### src/rtl/instr_fetch_stage.sv
// Fetch stage: PC, imem req/ack handshake, IF/ID register with imm/zero-ext pre-decode.
// Latency: a word acked in cycle N appears on id_* after the next rising edge.
// Backpressure: stall freezes id_*; one acked word parks in a skid buffer and fetching pauses until it drains.
// Optional feature macro: DELAY_SLOT_EN (word acked in a redirect cycle is kept as the delay slot).
module instr_fetch_stage #(
  parameter logic [31:0] RESET_PC = 32'h0000_0000
) (
  input  logic        clk,
  input  logic        rst_n,
  output logic        imem_req,
  output logic [31:0] imem_addr,
  input  logic        imem_ack,
  input  logic [31:0] imem_rdata,
  input  logic        stall,
  input  logic        redirect,
  input  logic [31:0] redirect_pc,
  output logic        id_valid,
  output logic [31:0] id_pc,
  output logic [31:0] id_instr,
  output logic [15:0] id_imm,
  output logic        id_zero_ext
);

  typedef enum logic [1:0] {
    S_IDLE  = 2'd0,
    S_FETCH = 2'd1,
    S_HOLD  = 2'd2
  } state_t;

  state_t      r_state;
  state_t      w_state_nxt;

  logic [31:0] r_pc;
  logic        r_skid_vld;
  logic [31:0] r_skid_pc;
  logic [31:0] r_skid_instr;

  logic        r_id_valid;
  logic [31:0] r_id_pc;
  logic [31:0] r_id_instr;
  logic [15:0] r_id_imm;
  logic        r_id_zext;

  logic        w_ack;
  logic        w_load_id;
  logic        w_load_skid;
  logic        w_drain_skid;
  logic        w_clear_id;
  logic        w_pc_inc;
  logic [31:0] w_target;
  logic        w_rdata_zext;
  logic        w_skid_zext;

  // Ack only counts while a request is actually outstanding.
  assign w_ack        = imem_ack & (r_state == S_FETCH);
  assign w_target     = redirect_pc & ~32'h3;
  // ANDI/ORI/XORI/LUI are opcodes 6'b0011xx, so the top nibble identifies them.
  assign w_rdata_zext = (imem_rdata[31:28] == 4'b0011);
  assign w_skid_zext  = (r_skid_instr[31:28] == 4'b0011);

  assign imem_addr    = r_pc;
  assign id_valid     = r_id_valid;
  assign id_pc        = r_id_pc;
  assign id_instr     = r_id_instr;
  assign id_imm       = r_id_imm;
  assign id_zero_ext  = r_id_zext;

  // State register.
  always_ff @(posedge clk or negedge rst_n) begin
    if (!rst_n) r_state <= S_IDLE;
    else        r_state <= w_state_nxt;
  end

  // Next-state logic; a redirect always restarts fetching.
  always_comb begin
    w_state_nxt = r_state;
    if (redirect) begin
      w_state_nxt = S_FETCH;
    end else begin
      case (r_state)
        S_IDLE:  w_state_nxt = S_FETCH;
        S_FETCH: if (w_ack && stall) w_state_nxt = S_HOLD;
        S_HOLD:  if (!stall) w_state_nxt = S_FETCH;
        default: w_state_nxt = S_IDLE;
      endcase
    end
  end

  // Output logic: memory request plus datapath load strobes for this cycle.
  always_comb begin
    imem_req     = (r_state == S_FETCH);
    w_load_id    = 1'b0;
    w_load_skid  = 1'b0;
    w_drain_skid = 1'b0;
    w_clear_id   = 1'b0;
    w_pc_inc     = 1'b0;
    if (redirect) begin
`ifdef DELAY_SLOT_EN
      // The word fetched alongside the branch is its delay slot.
      w_load_id  = w_ack;
      w_clear_id = !w_ack;
`else
      w_clear_id = 1'b1;
`endif
    end else begin
      case (r_state)
        S_FETCH: begin
          w_pc_inc    = w_ack;
          w_load_skid = w_ack & stall;
          w_load_id   = w_ack & !stall;
          w_clear_id  = !w_ack & !stall;
        end
        S_HOLD:  w_drain_skid = r_skid_vld & !stall;
        default: ;
      endcase
    end
  end

  // Program counter: redirect target, or advance by one word per accepted ack.
  always_ff @(posedge clk or negedge rst_n) begin
    if (!rst_n) begin
      r_pc <= RESET_PC;
    end else if (redirect) begin
      r_pc <= w_target;
    end else if (w_pc_inc) begin
      r_pc <= r_pc + 32'd4;
    end
  end

  // Skid buffer: catches the single word acked while decode is stalled.
  always_ff @(posedge clk or negedge rst_n) begin
    if (!rst_n) begin
      r_skid_vld   <= 1'b0;
      r_skid_pc    <= 32'h0;
      r_skid_instr <= 32'h0;
    end else if (redirect) begin
      r_skid_vld   <= 1'b0;
    end else if (w_load_skid) begin
      r_skid_vld   <= 1'b1;
      r_skid_pc    <= r_pc;
      r_skid_instr <= imem_rdata;
    end else if (w_drain_skid) begin
      r_skid_vld   <= 1'b0;
    end
  end

  // IF/ID register; invalid slots carry an all-zero word so decode sees a NOP.
  always_ff @(posedge clk or negedge rst_n) begin
    if (!rst_n) begin
      r_id_valid <= 1'b0;
      r_id_pc    <= 32'h0;
      r_id_instr <= 32'h0;
      r_id_imm   <= 16'h0;
      r_id_zext  <= 1'b0;
    end else if (w_load_id) begin
      r_id_valid <= 1'b1;
      r_id_pc    <= r_pc;
      r_id_instr <= imem_rdata;
      r_id_imm   <= imem_rdata[15:0];
      r_id_zext  <= w_rdata_zext;
    end else if (w_drain_skid) begin
      r_id_valid <= 1'b1;
      r_id_pc    <= r_skid_pc;
      r_id_instr <= r_skid_instr;
      r_id_imm   <= r_skid_instr[15:0];
      r_id_zext  <= w_skid_zext;
    end else if (w_clear_id) begin
      r_id_valid <= 1'b0;
      r_id_instr <= 32'h0;
      r_id_imm   <= 16'h0;
      r_id_zext  <= 1'b0;
    end
  end

endmodule

### config.mk
export PLATFORM = sky130hd
export DESIGN_NAME = instr_fetch_stage
export DESIGN_NICKNAME = d
export VERILOG_FILES = /design/src/rtl/instr_fetch_stage.sv
export SDC_FILE = /design/constraint.sdc
export NUM_CORES = 1
export LEC_CHECK = 0
export ABC_CLOCK_PERIOD_IN_PS = 2800
export BUFFER_PORTS_ARGS = -buffer_cell sky130_fd_sc_hd__buf_2
export CELL_PAD_IN_SITES_DETAIL_PLACEMENT = 1
export CELL_PAD_IN_SITES_GLOBAL_PLACEMENT = 2
export CORE_ASPECT_RATIO = 0.9
export CORE_UTILIZATION = 30
export CTS_CLUSTER_SIZE = 12
export DETAILED_ROUTE_END_ITERATION = 6
export HOLD_SLACK_MARGIN = 0.05
export PLACE_DENSITY_LB_ADDON = 0.3
export RECOVER_POWER = 50
export SLEW_MARGIN = 20
export SYNTH_ARGS = -nofsm -noshare
export SYNTH_HDL_FRONTEND = slang
export SYNTH_SLANG_ARGS = --single-unit
### constraint.sdc
create_clock -name clk -period 2.8 [get_ports clk]
set_input_delay 0.14 -clock clk [delete_from_list [all_inputs] [get_ports clk]]
set_output_delay 0.14 -clock clk [all_outputs]
set_load 0.02 [all_outputs]
==> flow_summary.json <==
{
  "clkPwrFrac": 0.378,
  "status": "complete, but fails checks",
  "fillCellCount": 2641,
  "fin_setup_tns_ns": 0,
  "final_cell_mix": "dfrtp_1, buf_2, nand2_1, clkbuf_1, dlygate4sd3_1",
  "sw_frac_of_total": 0.299,
  "yosys-top-cells-area": "dfrtp_1, mux2_2, a22oi_1, nand2_1, o21ai_0",
  "layout_commonest_cell": "dfrtp_1",
  "ant_nets": 0,
  "worstSetupStartpointType": "flop",
  "area_delta_synth_final_pct": 31.6,
  "yosysWarningCount": 0,
  "cts-root-buf": "clkbuf_16",
  "routabilityCongestion": 0.744,
  "grtUsageTotal": 0.175,
  "p_sw_w": 0.00198,
  "failed_checks": "max-capacitance violations, max-slew violations",
  "maxSlewHeadroom": -0.285,
  "synth_cell_types": 39,
  "die_width_um": 164,
  "num_rows": 53,
  "cts_num_sinks": 159,
  "yosysTopAreaCell": "dfrtp_1",
  "post-synth-top-area-fraction": 0.560,
  "syn_inst": 662,
  "grt_pass1_vias": 6406,
  "drcViolationCount": 0,
  "ys_ff_latch": 159,
  "viasPerCell": 4.98,
  "ir_drop_uv": 270,
  "critPathKind": "reg -> reg",
  "antenna_found_initial": 0,
  "synth.avg_cell_area_um2": 10.7,
  "grt_pass1_wl_um": 33200,
  "pwr_density_cell_nw_per_um2": 708,
  "clk_latency_ns": 0.42,
  "ys_seq_area_frac": 0.560,
  "vias": 5930,
  "place_ws_ns": 0.426,
  "rsz0062_at_grt": "false",
  "drv_cap": 1,
  "diodes": 0,
  "min_period_ns": 2.41,
  "setup.worst_path.end": "imem_addr[31]",
  "tritoncts": "built",
  "cp.arrival_ns": 2.75,
  "hold_class": "in -> reg",
  "hold_viol": 0,
  "io_pins": 184,
  "hpwlAfterDp_um": 13700,
  "r2r_end": "imem_addr[31]",
  "setup_slack_ns": 0.395,
  "leakagePower_nw": 4.03,
  "first_pass_iters": 5,
  "multi_input_area_um2": 2660,
  "ctsHtreeMaxLevel": 4,
  "r2r_cells": 4,
  "clk_pin_slew_worst_paths_ns": 0.07,
  "wire_per_inst_um": 17.5,
  "crit_start": "r_state[1]",
  "core_um2": 23300,
  "fin_crit_sh": 0.859,
  "endpoint_kind": "flop",
  "finClkSkew_ns": 0.00952,
  "fin_hold_ws_ns": 0.116,
  "synth_area_um2": 7100,
  "cts_made_buffers": 17,
  "routed_wl_um": 20900,
  "ff2ff_setup_slack_ns": 0.39,
  "combPwrFrac": 0.171,
  "finalSetupViolCount": 0,
  "drt_iter0_drc": 230,
  "die_area_um2": 24300,
  "maxSlewViolCount": 73,
  "portBuffers": 177,
  "worst_pin_slew_ns": 1.93,
  "cp_data_required_time_ns": 3.14,
  "cts_max_path_buffers": 2,
  "crit_fanout": 16,
  "r2r_start": "r_state[1]",
  "pwr-share-seq": 0.451,
  "seqCellArea_um2": 3980,
  "drive_gt1_frac": 0.236,
  "initial_core_util": 0.305,
  "post-cts-setup-buffer-count": 0,
  "grt_start_max_net_pins": 74,
  "max_freq_mhz": 416,
  "die_h_um": 148,
  "overflow": 0,
  "layout.nets": 946,
  "p_int_w": 0.00464
}
registers in the layout, indices dropped and copies added (netlist names):
register	cells
r_skid_vld	1
id_pc	30
id_zero_ext	1
r_state	2
r_skid_pc	30
id_instr	32
id_valid	1
imem_addr	30
r_skid_instr	32
per-layer routing:
metal  up-vias  part of all wire  global-route usage
li1       2753                 -                   -
met1      3010              0.45               0.221
met2       152              0.49               0.300
met3        15             0.051              0.0393
met4         0            0.0093              0.0472
met5         -                 0                   0
cells by family (layout without fill, tap and decap cells):
| family | count (synthesis) | in the layout | share of synthesized area |
|---|---|---|---|
| mux | 63 | 63 | 0.0998 |
| xor+xnor | 8 | 8 | 0.00987 |
| fa+ha+maj | 1 | 1 | 0.00176 |
| compound gates | 154 | 154 | 0.140 |
| simple gates | 173 | 173 | 0.119 |
| buf+inv | 103 | 327 | 0.0689 |
| other cells | 1 | 4 | 0.000528 |
| flops | 159 | 159 | 0.560 |
synthesized netlist by cell type (all sizes together):
master / count
clkbuf: 32
and4b: 1
nand2b: 1
a22o: 1
ha: 1
mux2i: 1
a21oi: 4
mux2: 62
and3b: 2
a31oi: 21
dfrtp: 159
xor2: 2
xnor2: 6
nand2: 82
nor3: 6
clkinv: 1
and4: 4
inv: 39
a221o: 2
o21bai: 1
nand3: 10
or3: 8
nor4: 1
or4: 14
nand3b: 2
buf: 31
o31ai: 12
nand4: 7
conb: 1
nor2: 26
and2: 3
or2: 1
and3: 5
o21ai: 53
a22oi: 60
metrics by stage:
stage / cells / total power (W) / utilization / area [µm²]
finish: 1191 / 0.00662 / 0.401 / 9340
global placement: 1096 / 0.00407 / 0.352 / 8190
CTS: 1191 / 0.00675 / 0.406 / 9460
floorplan: 665 / 0.00366 / - / 7110
detailed placement: 1096 / 0.00414 / 0.352 / 8190
global route: 1191 / 0.00696 / 0.401 / 9340
power by group through the flow:
stage	logic, W	clock network (W)	registers (W)
floorplan	0.000519	0	0.00314
global placement	0.00109	0	0.00298
detailed placement	0.00112	0	0.00302
CTS	0.00119	0.00258	0.00298
global route	0.00125	0.00266	0.00304
finish	0.00113	0.00250	0.00298
worst min-delay path by stage:
stage	start	end	slack, ns	depth (start not counted)
after floorplan	rst_n	id_instr[0]	-0.16	0
final	stall	r_state[1]	0.12	2
after global routing	stall	r_state[1]	0.10	2
after detailed placement	rst_n	id_instr[2]	0.22	1
after global placement	rst_n	id_instr[2]	0.22	1
after CTS	stall	r_state[1]	0.09	2
worst max-delay path, cell delays in order, from the launching register on:
cell	delay [ns]
dfrtp_1	0.48
nand3b_4	0.26
or4_1	0.83
or4_1	0.58
a31oi_1	0.18
area by class of cell:
class | instances | share of cell area
Sequential cell | 159 | 0.426
Multi-Input combinational cell | 403 | 0.285
Timing Repair Buffer | 255 | 0.164
Clock buffer | 18 | 0.0470
Tap cell | 302 | 0.0404
Clock inverter | 14 | 0.0214
Inverter | 40 | 0.0161
repair_timing:
item,in CTS,in global routing
hold buffers,63,0
hold endpoints to repair,164,0
gates resized for setup,0,0
(Power assumes the default switching activity.)
